`config.mk`:
```
export PLATFORM = sky130hd
export DESIGN_NAME = hyper_ddr_tx
export DESIGN_NICKNAME = d
export VERILOG_FILES = /design/src/rtl/hyper_ddr_tx.sv
export SDC_FILE = /design/constraint.sdc
export NUM_CORES = 1
export LEC_CHECK = 0
export BUFFER_PORTS_ARGS = -buffer_cell sky130_fd_sc_hd__buf_2
export CORE_ASPECT_RATIO = 1.4
export CORE_MARGIN = 2
export CORE_UTILIZATION = 55
export CTS_BUF_LIST = sky130_fd_sc_hd__clkbuf_4 sky130_fd_sc_hd__clkbuf_8
export CTS_CLUSTER_DIAMETER = 40
export DETAILED_ROUTE_END_ITERATION = 12
export PLACE_DENSITY = 0.78
export SLEW_MARGIN = 25
export SYNTH_ARGS = -nofsm -noshare
export SYNTH_HDL_FRONTEND = slang
export SYNTH_SLANG_ARGS = --single-unit
```
`constraint.sdc`:
```
create_clock -name clk_i -period 2.3 [get_ports clk_i]
set_input_delay 0.23 -clock clk_i [delete_from_list [all_inputs] [get_ports clk_i]]
set_output_delay 0.23 -clock clk_i [all_outputs]
set_load 0.03 [all_outputs]
```
`src/rtl/hyper_ddr_tx.sv`:
```
// Transmit-side DDR datapath for the HyperBus controller: TX word FIFO, latency wait,
// then one registered rising/falling half pair plus RWDS mask per clock.
module hyper_ddr_tx #(
    parameter int unsigned DATA_W     = 16,
    parameter int unsigned FIFO_DEPTH = 4,
    parameter int unsigned LEN_W      = 16,
    parameter int unsigned LAT_W      = 5
) (
    input  logic              clk_i,
    input  logic              rst_ni,
    input  logic              clear_i,
    input  logic              start_i,
    input  logic [LEN_W-1:0]  burst_len_i,
    input  logic [LAT_W-1:0]  latency_i,
    input  logic [DATA_W-1:0] in_data_i,
    input  logic [1:0]        in_strb_i,
    input  logic              in_valid_i,
    output logic              in_ready_o,
    output logic [DATA_W-1:0] ddr_data_o,
    output logic [1:0]        ddr_rwds_o,
    output logic              ddr_oe_o,
    output logic              busy_o,
    output logic              done_o,
    output logic              underrun_o
);

    localparam int unsigned PTR_W = $clog2(FIFO_DEPTH);
    localparam logic [PTR_W:0]   PTR_ONE = {{PTR_W{1'b0}}, 1'b1};
    localparam logic [LEN_W-1:0] LEN_ONE = {{(LEN_W-1){1'b0}}, 1'b1};
    localparam logic [LAT_W-1:0] LAT_ONE = {{(LAT_W-1){1'b0}}, 1'b1};

    typedef enum logic [1:0] {IDLE, WAIT, DATA, DONE} state_e;

    state_e            state_q, state_d;
    logic [LEN_W-1:0]  rem_q, rem_d;
    logic [LAT_W-1:0]  lat_q, lat_d;

    logic [DATA_W-1:0] mem_data_q [FIFO_DEPTH];
    logic [1:0]        mem_strb_q [FIFO_DEPTH];
    logic [PTR_W:0]    wr_ptr_q, rd_ptr_q;
    logic              full, empty, push, pop, beat;

    logic [DATA_W-1:0] ddr_data_q, ddr_data_d;
    logic [1:0]        ddr_rwds_q, ddr_rwds_d;
    logic              ddr_oe_q, ddr_oe_d;
    logic              underrun_q, underrun_d;

    // RWDS is a write mask: high means the half is not written.
    function automatic logic [1:0] rwds_mask(input logic [1:0] strb);
        return ~strb;
    endfunction

    // Extra pointer MSB distinguishes full from empty.
    assign empty      = (wr_ptr_q == rd_ptr_q);
    assign full       = (wr_ptr_q[PTR_W] != rd_ptr_q[PTR_W]) &&
                        (wr_ptr_q[PTR_W-1:0] == rd_ptr_q[PTR_W-1:0]);
    assign in_ready_o = !full;
    assign push       = in_valid_i && !full;

    always_ff @(posedge clk_i) begin
        if (push) begin
            mem_data_q[wr_ptr_q[PTR_W-1:0]] <= in_data_i;
            mem_strb_q[wr_ptr_q[PTR_W-1:0]] <= in_strb_i;
        end
    end

    always_ff @(posedge clk_i) begin
        if (!rst_ni || clear_i) begin
            wr_ptr_q <= '0;
            rd_ptr_q <= '0;
        end else begin
            if (push) wr_ptr_q <= wr_ptr_q + PTR_ONE;
            if (pop)  rd_ptr_q <= rd_ptr_q + PTR_ONE;
        end
    end

    always_comb begin
        state_d = state_q;
        rem_d   = rem_q;
        lat_d   = lat_q;
        pop     = 1'b0;
        beat    = 1'b0;
        case (state_q)
            IDLE: begin
                if (start_i) begin
                    rem_d = burst_len_i;
                    lat_d = latency_i;
                    if (burst_len_i == '0)     state_d = DONE;
                    else if (latency_i == '0)  state_d = DATA;
                    else                       state_d = WAIT;
                end
            end
            WAIT: begin
                lat_d = lat_q - LAT_ONE;
                if (lat_q == LAT_ONE) state_d = DATA;
            end
            DATA: begin
                // Beats never stall: an empty FIFO produces a masked filler beat.
                beat  = 1'b1;
                pop   = !empty;
                rem_d = rem_q - LEN_ONE;
                if (rem_q == LEN_ONE) state_d = DONE;
            end
            DONE:    state_d = IDLE;
            default: state_d = IDLE;
        endcase
    end

    always_comb begin
        ddr_data_d = '0;
        ddr_rwds_d = 2'b00;
        ddr_oe_d   = 1'b0;
        underrun_d = underrun_q;
        if (beat) begin
            ddr_oe_d = 1'b1;
            if (pop) begin
                ddr_data_d = mem_data_q[rd_ptr_q[PTR_W-1:0]];
                ddr_rwds_d = rwds_mask(mem_strb_q[rd_ptr_q[PTR_W-1:0]]);
            end else begin
                ddr_rwds_d = 2'b11;
                underrun_d = 1'b1;
            end
        end
    end

    always_ff @(posedge clk_i) begin
        if (!rst_ni || clear_i) begin
            state_q    <= IDLE;
            rem_q      <= '0;
            lat_q      <= '0;
            ddr_data_q <= '0;
            ddr_rwds_q <= 2'b00;
            ddr_oe_q   <= 1'b0;
            underrun_q <= 1'b0;
        end else begin
            state_q    <= state_d;
            rem_q      <= rem_d;
            lat_q      <= lat_d;
            ddr_data_q <= ddr_data_d;
            ddr_rwds_q <= ddr_rwds_d;
            ddr_oe_q   <= ddr_oe_d;
            underrun_q <= underrun_d;
        end
    end

    assign ddr_data_o = ddr_data_q;
    assign ddr_rwds_o = ddr_rwds_q;
    assign ddr_oe_o   = ddr_oe_q;
    assign underrun_o = underrun_q;
    assign busy_o     = (state_q != IDLE);
    assign done_o     = (state_q == DONE);

endmodule

```
=== After elaboration in Yosys (flattened, before gate mapping) ===
Memory sizes are Yosys's and may differ from the RTL's. A register that Yosys moved wholly into a read port is not among the register bits.
Index checks and enable logic that the tools add are counted.

* Register bits: 33
* Memory bits (writable): 72
* Bits of input ports: 44
* Output and inout port bits: 23
* Memories: 2

* $add $sub $neg: 4
* Equal/unequal tests: 11
* Multiplexer cells: 18
* Bitwise gates (word level): 3
* Reduce and logical (&&, ||, !) cells: 18

{| class="wikitable"
|+ Memories
! memory !! words !! bits a word !! rd ports !! clocked after memory_dff !! wr ports !! RTL line !! text
|-
| mem_data_q || 4 || 16 || 1 || 1 || 1 || 38 || <nowiki>logic [DATA_W-1:0] mem_data_q [FIFO_DEPTH];</nowiki>
|-
| mem_strb_q || 4 || 2 || 1 || 1 || 1 || 39 || <nowiki>logic [1:0] mem_strb_q [FIFO_DEPTH];</nowiki>
|}

{| class="wikitable"
|+ Operator list
! cell !! number
|-
| $pmux W16 S2 || 1
|-
| $eq A16 B1 Y1 const B || 1
|-
| $logic_not A16 Y1 || 1
|-
| $mux W16 || 1
|-
| $mux W2 || 8
|-
| $sub A16 B1 Y16 const B || 1
|-
| $pmux W5 S2 || 1
|-
| $pmux W2 S4 || 1
|-
| $add A3 B1 Y3 const B || 2
|-
| $ne A2 B2 Y1 const B || 3
|-
| $reduce_and A2 Y1 || 3
|-
| $reduce_bool A2 Y1 || 3
|-
| $eq A5 B1 Y1 const B || 1
|-
| $logic_not A5 Y1 || 1
|-
| $mux W1 || 5
|-
| $mux W5 || 1
|-
| $sub A5 B1 Y5 const B || 1
|-
| $eq A2 B2 Y1 const B || 2
|-
| $eq A3 B3 Y1 || 1
|-
| $logic_not A1 Y1 || 3
|-
| $reduce_and A3 Y1 || 1
|-
| $reduce_or A3 Y1 || 1
|-
| $eq A2 B1 Y1 const B || 1
|-
| $eq A2 B2 Y1 || 1
|-
| other kinds (7) || 9
|}

=== Logic depth before layout (Yosys ltp) ===
Gate-level depths: netlist of the first run.

* Depth in word-level cells: 6
* Mapped depth: 8

=== Worst setup path before layout of the first run ===
OpenSTA, ideal clock, no wires.

* Kind: register -> register
* Start: reg rd_ptr_q[1]
* End: mem mem_data_q[3][0] (enable)
* Data arrival time: 1.589 ns
* Required time: 1.923 ns
* Slack: 0.334 ns
* Cell stages (with the launch flop): 5
* Clock period less this slack: 1.966 ns
* Cells stage by stage: dfxtp_1 -> buf_4 -> xor2_1 -> o31a_1 -> and2_1

* Longest elaborated chain between the ends: 6

{| class="wikitable"
|+ Ends and longest elaborated chain
! what !! RTL line !! text
|-
| start: declaration || 40 || <nowiki>logic [PTR_W:0] wr_ptr_q, rd_ptr_q;</nowiki>
|-
| start signal: assignment || 73 || <nowiki>if (pop) rd_ptr_q <= rd_ptr_q + PTR_ONE;</nowiki>
|-
| $eq A2 B2 Y1 || 56 || <nowiki>(wr_ptr_q[PTR_W-1:0] == rd_ptr_q[PTR_W-1:0]);</nowiki>
|-
| $logic_and A1 B1 Y1 || 55 || <nowiki>assign full = (wr_ptr_q[PTR_W] != rd_ptr_q[PTR_W]) &&</nowiki>
|-
| $logic_not A1 Y1 || 58 || <nowiki>assign push = in_valid_i && !full;</nowiki>
|-
| $logic_and A1 B1 Y1 || 58 ||
|-
| $mux W1 || 61 || <nowiki>if (push) begin</nowiki>
|-
| $mux W1 (implied by the code) || 62 || <nowiki>mem_data_q[wr_ptr_q[PTR_W-1:0]] <= in_data_i;</nowiki>
|-
| end: declaration || 38 ||
|}

No other way between the ends.

=== Final worst setup path of the first run ===
* Start: reg state_q[1]
* End: reg rem_q[14]

* Longest elaborated chain between the ends: 3
* Elaborated cells on any way between the ends: 6
* Classes of those cells: eq/ne (2); mux (1); reduce/logical (3)

{| class="wikitable"
|+ Ends and longest elaborated chain
! what !! RTL line !! text
|-
| start: declaration || 34 || <nowiki>state_e state_q, state_d;</nowiki>
|-
| start signal: assignment || 136 || <nowiki>state_q <= state_d;</nowiki>
|-
| $eq A2 B2 Y1 / $logic_not A2 Y1 (equally long branches) || 83 || <nowiki>case (state_q)</nowiki>
|-
| $reduce_bool A2 Y1 (no source line) / $ne A2 B2 Y1 (equally long branches) || - ||
|-
| $reduce_and A2 Y1 (no source line) || - ||
|-
| end signal: assignment || 137 || <nowiki>rem_q <= rem_d;</nowiki>
|-
| end: declaration || 35 || <nowiki>logic [LEN_W-1:0] rem_q, rem_d;</nowiki>
|}

Several ways; a longest one is shown, not always the timed one.
A chain may end at the register's enable or synchronous reset.

==> results of run 1 <==
[cells by family (layout without fill, tap and decap cells)]
kind of cell	after synthesis	in the layout
compound gates	74	74
fa+ha+maj	13	13
flops	123	123
simple gates	116	116
xor+xnor	7	7
buf+inv	32	133
mux	27	27
[layer usage]
metal | GRT usage [%] | up-vias | wire length (microns)
met1 | 24.4 | 1685 | 4110
li1 | - | 1668 | -
met3 | 5.78 | 8 | 461
met4 | 8.11 | 0 | 129
met5 | 0 | - | 0
met2 | 39.7 | 85 | 5720
[report_power, final]
part           internal [W]  total (W)  switching [W]
Combinational      0.000178   0.000396       0.000218
Sequential          0.00238    0.00242      0.0000366
Clock               0.00112    0.00198       0.000854
Total               0.00368    0.00479        0.00111
[sequential cells by signal (all words and copies together) (netlist names), named ones only]
register,cells
mem_data_q,64
ddr_data_o,16
rem_q,16
mem_strb_q,8
lat_q,5
rd_ptr_q,3
wr_ptr_q,3
ddr_rwds_o,2
state_q,2
ddr_oe_o,1
underrun_o,1
[metrics by stage]
step / hold slack, ps / setup WS, ps
final: 37.5 / 433
after global routing: 5.14 / 270
after CTS: 0.330 / 396
after detailed placement: 449 / 457
after global placement: 442 / 518
after floorplan: 329 / 334
[synthesized netlist by cell type (2+ instances only)]
| master | instances | share of area [%] |
|---|---|---|
| edfxtp_1 | 72 | 41 |
| dfxtp_1 | 51 | 19 |
| a21oi_1 | 21 | 2.0 |
| nor2_1 | 21 | 1.5 |
| nor2b_1 | 21 | 2.5 |
| mux4_2 | 18 | 7.7 |
| nand2_1 | 18 | 1.3 |
| o21ai_0 | 18 | 1.7 |
| inv_1 | 15 | 1.1 |
| ha_1 | 13 | 3.1 |
| mux2i_1 | 7 | 1.3 |
| nor3_1 | 7 | 0.67 |
| clkbuf_1 | 6 | 0.43 |
| nand4_1 | 6 | 0.72 |
| or3_1 | 6 | 0.72 |
| nand3_1 | 5 | 0.48 |
| nor4_1 | 5 | 0.60 |
| xor2_1 | 5 | 0.83 |
| a22oi_1 | 4 | 0.57 |
| a31oi_1 | 4 | 0.48 |
| and2_1 | 4 | 0.48 |
| buf_2 | 4 | 0.38 |
| buf_6 | 4 | 0.86 |
| nand2b_1 | 4 | 0.48 |
| o211ai_1 | 4 | 0.57 |
| a211oi_1 | 3 | 0.43 |
| and3_1 | 3 | 0.36 |
| nor4_4 | 3 | 1.2 |
| o22ai_1 | 3 | 0.36 |
| buf_4 | 2 | 0.29 |
| mux2_2 | 2 | 0.43 |
| nand3b_1 | 2 | 0.29 |
| nor4b_1 | 2 | 0.33 |
| o311ai_0 | 2 | 0.33 |
| or3_4 | 2 | 0.43 |
| xnor2_1 | 2 | 0.33 |
[worst max path at each step]
stage                              from                         end  slack (ps)  depth (start not counted)
2_1_floorplan  rd_ptr_q[1]$_SDFFE_PP0N_  mem_data_q[3][0]$_DFFE_PP_         330                          4
3_3_place_gp    state_q[0]$_SDFFE_PP0P_      rem_q[15]$_SDFFE_PP0P_         520                          6
3_5_place_dp    state_q[1]$_SDFFE_PP0P_      rem_q[14]$_SDFFE_PP0P_         460                          6
4_1_cts        wr_ptr_q[1]$_SDFFE_PP0N_                  in_ready_o         400                          4
5_1_grt           rem_q[0]$_SDFFE_PP0P_      rem_q[14]$_SDFFE_PP0P_         270                          6
6_report        state_q[1]$_SDFFE_PP0P_      rem_q[14]$_SDFFE_PP0P_         430                          6
[repair_timing]
item / CTS / global route
setup buffers: 0 / 0
hold buffers: 6 / 0
hold endpoints to repair: 23 / 0
[cell type report]
type / count / area, sq um
sequential: 123 / 3180
fill: 688 / 3160
multi-input combinational: 237 / 1900
timing repair buffer: 86 / 495
clock buffer: 19 / 255
clock inverter: 13 / 166
tap: 110 / 138
inverter: 15 / 56.3
[worst max-delay path: cells and delay by family (launching register included)]
kind / cells / cell delay (ps)
multiplexers: 1 / 500
adder cells (fa/ha/maj): 1 / 370
flip-flops: 1 / 340
AO/OA/AOI/OAI: 2 / 310
AND/OR/NAND/NOR: 1 / 170
buffers and inverters: 1 / 100
==> flow_metrics.tcl, run 1 <==
set metrics [dict create \
    status "complete, no violations" \
    seq_area_frac_synth_pct 60.7 \
    synth_compound_area_share_pct 9.11 \
    fmax_mhz 536 \
    holdPathEnd "mem_data_q[0][14]$_DFFE_PP_" \
    yosys.area_share.simple_pct 13.4 \
    grt_usage_pct 22.0 \
    avgSynthCellArea_sq_um 13.4 \
    vias_per_cell 5.71 \
    rsz0062_at_grt "false" \
    crit_chain "inv_1 > ha_1 > mux2_2 > nand2_1 > o311ai_0 > a31oi_1" \
    layout-drive-gt1-share_pct 29.2 \
    power_density_nw_per_um2 773 \
    antenna_cells 0 \
    rows 42 \
    cts.sinks 123 \
    peakVddDrop_mv 0.562 \
    grt_pass1_vias 3630 \
    hold_path_class "primary input to register" \
    area_delta_synth_final_pct 18.1 \
    reg2reg_depth 6 \
    worstMarginPinSlew_ps 603 \
    wirelength_mm 10.4 \
    report.final.setup_viol 0 \
    min_path_cells 1 \
    ys_warn_count 0 \
    placed_area_sq_um 5710 \
    synth_flop_cell "edfxtp_1" \
    die_y_microns 120 \
    grt_first_pass_wirelength_mm 17.2 \
    setup-tns-final_ps 0 \
    drv_cap 0 \
    dp_cells 565 \
    synth_area_sq_um 5250 \
    drtIter0Drc 137 \
    synthXorXnorAreaFrac_pct 1.17 \
    period_needed_ps 1870 \
    port_buffers 66 \
    clk_pin_slew_ps 80 \
    antenna_found_initial 0 \
    nets 537 \
    gp_congestion 0.858 \
    die_area_sq_um 10300 \
    synth-async-reset-ratio_pct 0 \
    cp_max_fo 13 \
    synth.area.mux_share_pct 9.49 \
    crit_arrival_ps 2210 \
    htreeDepth 4 \
    worstSetupStartpointType "register" \
    p_leak_nw 2.35 \
    start_util_pct 56.1 \
    cts_tree "yes" \
    clk_path_buf_depth 2 \
    yosysUniqueCellTypes 59 \
    synth_nets 449 \
    critPathKind "register to register" \
    fin_cells 603 \
    fin_area_sq_um 6190 \
    cpPeakStageDelay_ps 500 \
    synth-edff-count 72 \
    slew_viol_final 0 \
    ys_seq_elements 123 \
    final_util_pct 66.2 \
    ctsResizeCount 0 \
    worstPathRequired_ps 2640 \
    synth_top_family_by_area "simple AND/OR/NAND/NOR gates" \
    synth_fa_ha_area_share_pct 3.10 \
    r2r_end "rem_q[14]$_SDFFE_PP0P_" \
    clock_skew_ps 8.14 \
    die_w_microns 86.5 \
    ant_nets 0 \
    grt_max_degree 19 \
    hold_violations 0 \
    slowest_stage "mux2_2" \
    gr-total-overflow 0 \
    dp_hpwl_mm 7.27 \
    endpoint_kind "register" \
    clk_latency_ps 410 \
    power.total_w 0.00479 \
    max_slew_margin_pct 59.8 \
    post-route-drc-count 0 \
    routedWlPerCell_microns 17.3 \
    cts_buffers 17 \
    synthCells 392 \
    min_from "in_data_i[14]" \
    final_common_cell "edfxtp_1" \
    mostFrequentLayoutCells "edfxtp_1, buf_2, dfxtp_1" \
    rrSetupSlack_ps 430 \
    period_share_pct 81.2 \
    r2r-start "state_q[1]$_SDFFE_PP0P_" \
    coreArea_sq_um 9350 \
    clock-root-buffer "clkbuf_8" \
    io_pins 67 \
    dr_total_vias 3446 \
    dr.pass1.iters 4 \
]
No activity file was read; power rests on OpenSTA's default activity.
==> run 2: changes to the inputs <==
==> constraint.sdc (replaced) <==
create_clock -name clk_i -period 1.9 [get_ports clk_i]
set_input_delay 0.19 -clock clk_i [delete_from_list [all_inputs] [get_ports clk_i]]
set_output_delay 0.19 -clock clk_i [all_outputs]
set_load 0.03 [all_outputs]
==> run 2 against run 1 <==
Net effect:
- non-clock buffer count up 19
- combinational power is 35% higher
- die area is the same
- utilization grew 2.8 points
- hold slack improved by 26 ps
- critical endpoint is now state_q[0]$_SDFFE_PP0P_
==> flow_metrics.tcl, run 2 (synthesis results as in run 1) <==
set metrics [dict create \
    coreArea_sq_um 9350 \
    wirelength_mm 10.9 \
    pwr-share-seq_pct 49.8 \
    start_util_pct 56.1 \
    clk_pin_slew_ps 70 \
    mostFrequentLayoutCells "edfxtp_1, buf_2, dfxtp_1" \
    final_util_pct 69.0 \
    slew_viol_final 0 \
    rsz0062_at_grt "false" \
    report.final.setup_viol 0 \
    clock-root-buffer "clkbuf_8" \
    power.total_w 0.00589 \
    gr-total-overflow 0 \
    max_slew_margin_pct 65.3 \
    drtIter0Drc 180 \
    htreeDepth 4 \
    fmax_mhz 551 \
    routedWlPerCell_microns 17.5 \
    port_buffers 66 \
    vias_per_cell 5.83 \
    grt_usage_pct 22.9 \
    hold_violations 0 \
    cts.sinks 123 \
    clock_skew_ps 12.3 \
    clk_latency_ps 420 \
    worstSetupStartpointType "register" \
    cts_buffers 17 \
    gp_congestion 0.907 \
    power_density_nw_per_um2 912 \
    endpoint_kind "register" \
    p_int_w 0.00452 \
    critPathKind "register to register" \
    peakVddDrop_mv 0.741 \
    fillers 637 \
    area_delta_synth_final_pct 23.0 \
    final_common_cell "edfxtp_1" \
    worstPathRequired_ps 2250 \
    dr_total_vias 3625 \
    p_leak_nw 2.48 \
    pwr-share-clk_pct 41.2 \
    die_area_sq_um 10300 \
    grt_first_pass_wirelength_mm 17.6 \
    cts_tree "yes" \
    grt_max_degree 24 \
    period_share_pct 95.5 \
    nets 556 \
    p_comb_share_pct 9.1 \
    setup-tns-final_ps 0 \
    antenna_cells 0 \
    crit_arrival_ps 2160 \
    status "complete, no violations" \
    cp_max_fo 5 \
    hold_path_class "primary input to register" \
    antenna_found_initial 0 \
    worstMarginPinSlew_ps 506 \
    rows 42 \
    p_sw_share_pct 23.3 \
    post-route-drc-count 0 \
    largest_reg_flops 64 \
    die_y_microns 120 \
    grt_pass1_vias 3720 \
    clk_path_buf_depth 2 \
    ant_nets 0 \
    cts_setup_buffers 0 \
    drv_cap 0 \
    io_pins 67 \
    layout-drive-gt1-share_pct 30.7 \
    die_w_microns 86.5 \
    dr.pass1.iters 4 \
    p_switching_w 0.00137 \
    period_needed_ps 1810 \
    dp_hpwl_mm 7.26 \
]
## run 2: power groups by stage
| stage | registers, W | clock network [W] | logic (W) |
|---|---|---|---|
| 4_1_cts | 0.00293 | 0.00249 | 0.000525 |
| 5_1_grt | 0.00293 | 0.00260 | 0.000586 |
| 2_1_floorplan | 0.00298 | 0 | 0.000320 |
| 3_5_place_dp | 0.00299 | 0 | 0.000492 |
| 3_3_place_gp | 0.00298 | 0 | 0.000484 |
| 6_report | 0.00293 | 0.00242 | 0.000534 |
## run 2: stage by stage
step                      area [sq um]  hold slack [ps]  cells  setup WS [ps]
after floorplan                   5250              289    392            136
after global placement            5830              400    572            139
after detailed placement          5830              406    572            110
after CTS                         6440             27.4    622           13.4
after global routing              6450             31.3    622           3.85
final                             6450             63.7    622           85.7
## run 2: area by class of cell
type,count,area (sq um),share of cell area [%]
Sequential cell,123,3190,49.4
Inverter,15,56.3,0.872
Multi-Input combinational cell,237,1920,29.7
Timing Repair Buffer,105,731,11.3
Tap cell,110,138,2.13
Clock inverter,12,163,2.52
Clock buffer,20,263,4.07
## run 2: worst max-delay path, cell delays in order (launching register included)
cell and delay [ps]:
dfxtp_1 430, ha_1 190, nor4b_1 390, nand4_1 170
a221oi_2 360, mux2i_1 210
## run 2: worst paths after layout
path | from | to | slack [ps] | cells past startpoint
hold reg to reg | state_q[0]$_SDFFE_PP0P_ | state_q[0]$_SDFFE_PP0P_ | 500 | 2
hold / removal | burst_len_i[14] | rem_q[14]$_SDFFE_PP0P_ | 60 | 3
setup / recovery | rem_q[0]$_SDFFE_PP0P_ | state_q[0]$_SDFFE_PP0P_ | 90 | 5
setup reg to reg | rem_q[0]$_SDFFE_PP0P_ | state_q[0]$_SDFFE_PP0P_ | 90 | 5
## run 2: per-layer routing
layer / vias to the layer above / GRT usage, % / part of all wire, % / wire length, microns
met5: - / 0 / 0 / 0
met4: 0 / 9.86 / 2.2 / 245
met3: 23 / 6.67 / 5.9 / 645
met2: 158 / 39.6 / 54 / 5920
met1: 1736 / 25.9 / 38 / 4100
li1: 1708 / - / - / -
## run 2: repair_timing
| item | CTS | global route |
|---|---|---|
| cloned | 0 | 0 |
| endpoints found under the setup margin | 1 | 4 |
| endpoints found under the hold margin | 72 | 0 |
| hold buffers | 18 | 0 |
| resized for setup | 1 | 3 |
==> run 3: changes to the inputs <==
==> constraint.sdc (replaced) <==
create_clock -name clk_i -period 2.25 [get_ports clk_i]
set_input_delay 0.225 -clock clk_i [delete_from_list [all_inputs] [get_ports clk_i]]
set_output_delay 0.225 -clock clk_i [all_outputs]
set_load 0.03 [all_outputs]
==> run 3 against run 2 <==
Net effect:
- global-route usage is 0.75 points lower
- combinational power is 20% lower
- setup slack better by 180 ps
- hold slack worse by 23 ps
- clock-buffer cell count is 3 lower
- largest power group unchanged
- largest cell class unchanged
==> flow_metrics.tcl, run 3 (synthesis results as in run 1) <==
set metrics [dict create \
    status "complete, no violations" \
    rrSetupSlack_ps 270 \
    worstSetupStartpoint "state_q[0]$_SDFFE_PP0P_" \
    ctsResizeCount 0 \
    start_util_pct 56.1 \
    p_sw_share_pct 24.1 \
    vias_per_cell 5.86 \
    layout-drive-gt1-share_pct 28.3 \
    cp_max_fo 12 \
    grt_usage_pct 22.1 \
    p_leak_nw 2.40 \
    grt_max_degree 29 \
    power.total_w 0.00494 \
    p_switching_w 0.00119 \
    endpoint_kind "register" \
    dr_total_vias 3588 \
    post-route-drc-count 0 \
    power_density_nw_per_um2 782 \
    worstMarginPinSlew_ps 599 \
    gp_congestion 0.840 \
    gr-total-overflow 0 \
    hold_violations 0 \
    report.final.setup_viol 0 \
    period_share_pct 88.1 \
    clk_pin_slew_ps 80 \
    r2r-start "state_q[0]$_SDFFE_PP0P_" \
    pwr-share-seq_pct 50.0 \
    largest_reg_flops 64 \
    period_needed_ps 1980 \
    crit_chain "inv_1 > ha_1 > mux2i_1 > buf_4 > a21oi_1 > o221a_1" \
    worstPathRequired_ps 2560 \
    setup-tns-final_ps 0 \
    fin_cells 612 \
    slew_viol_final 0 \
    clock_skew_ps 7.45 \
    antenna_found_initial 0 \
    rsz0062_at_grt "false" \
    slowest_stage "mux2i_1" \
    antenna_cells 0 \
    coreArea_sq_um 9350 \
    io_pins 67 \
    cts_buffers 17 \
    dr.pass1.iters 5 \
    nets 546 \
    worstSetupStartpointType "register" \
    cts_tree "yes" \
    reg2reg_depth 6 \
    crit_end "rem_q[5]$_SDFFE_PP0P_" \
    area_delta_synth_final_pct 20.3 \
    fmax_mhz 505 \
    dp_hpwl_mm 7.09 \
    seq_area_sq_um 3180 \
    p_comb_share_pct 8.6 \
    pwr-share-clk_pct 41.3 \
    final_common_cell "edfxtp_1" \
    drtIter0Drc 125 \
    max_slew_margin_pct 60.0 \
    peakVddDrop_mv 0.575 \
    grt_pass1_vias 3641 \
    htreeDepth 4 \
    cpPeakStageDelay_ps 480 \
    p_int_w 0.00375 \
    die_y_microns 120 \
    routedWlPerCell_microns 17.6 \
    ant_nets 0 \
    die_w_microns 86.5 \
    cts.sinks 123 \
    rows 42 \
    whs_ps 40.9 \
    mostFrequentLayoutCells "edfxtp_1, buf_2, dfxtp_1" \
    clk_path_buf_depth 2 \
    clock-root-buffer "clkbuf_8" \
    hold_path_class "primary input to register" \
    dp_cells 564 \
    wirelength_mm 10.8 \
    multiInputGateArea_sq_um 1900 \
    drv_cap 0 \
    crit_arrival_ps 2300 \
    r2r_end "rem_q[5]$_SDFFE_PP0P_" \
    grt_first_pass_wirelength_mm 17.4 \
    fillers 680 \
    clk_latency_ps 420 \
    port_buffers 66 \
    die_area_sq_um 10300 \
    critPathKind "register to register" \
]
## run 3: changes by cell type in the layout (fill, tap and decap cells not counted), sizes merged
cell,delta
clkinvlp,-1
dlygate4sd3,-2
clkbuf,-3
inv,+2
buf,-8
clkinv,+2
## run 3: final cells by class
type	instances	share of cell area, %
Tap cell	110	2.18
Clock buffer	17	3.71
Sequential cell	123	50.4
Timing Repair Buffer	95	9.71
Multi-Input combinational cell	237	30.1
Clock inverter	15	2.97
Inverter	15	0.892
## run 3: worst min-delay path by stage
stage                                  endpoint          start  cells after the start
finish              mem_data_q[1][15]$_DFFE_PP_  in_data_i[15]                      1
global route        mem_data_q[1][15]$_DFFE_PP_  in_data_i[15]                      1
detailed placement  mem_data_q[1][13]$_DFFE_PP_  in_data_i[13]                      1
global placement    mem_data_q[1][13]$_DFFE_PP_  in_data_i[13]                      1
CTS                  mem_data_q[0][4]$_DFFE_PP_   in_data_i[4]                      1
floorplan            mem_data_q[0][0]$_DFFE_PP_   in_data_i[0]                      0
## run 3: per-layer routing
layer | share of wire, % | global-route usage, % | routed length (microns) | vias up
met5 | 0 | 0 | 0 | -
li1 | - | - | - | 1689
met3 | 5.4 | 5.09 | 582 | 24
met2 | 54 | 37.4 | 5800 | 133
met4 | 2.0 | 10.3 | 212 | 0
met1 | 39 | 26.6 | 4190 | 1742
## run 3: repair_timing
item                                   in CTS  in global routing
hold buffers                               16                  0
endpoints found under the hold margin      55                  0
setup buffers                               0                  0
## run 3: through the flow
step,setup slack [ps],utilization [%],instance area [sq um]
finish,268,67.5,6310
global route,122,67.5,6310
CTS,296,67.5,6310
detailed placement,343,61.3,5730
global placement,411,61.3,5730
floorplan,284,-,5250
## run 3: worst max-delay path: cells and delay by family (launching register included)
kind,cells,cell delay [ps]
flops,1,350
buf+inv,2,360
fa+ha+maj,1,390
mux,1,480
compound gates,2,280
## run 3: power by group through the flow
stage | Sequential (W) | Clock, W | Combinational (W)
finish | 0.00247 | 0.00204 | 0.000427
global route | 0.00248 | 0.00217 | 0.000470
CTS | 0.00247 | 0.00207 | 0.000424
detailed placement | 0.00252 | 0 | 0.000400
global placement | 0.00252 | 0 | 0.000392
floorplan | 0.00251 | 0 | 0.000269
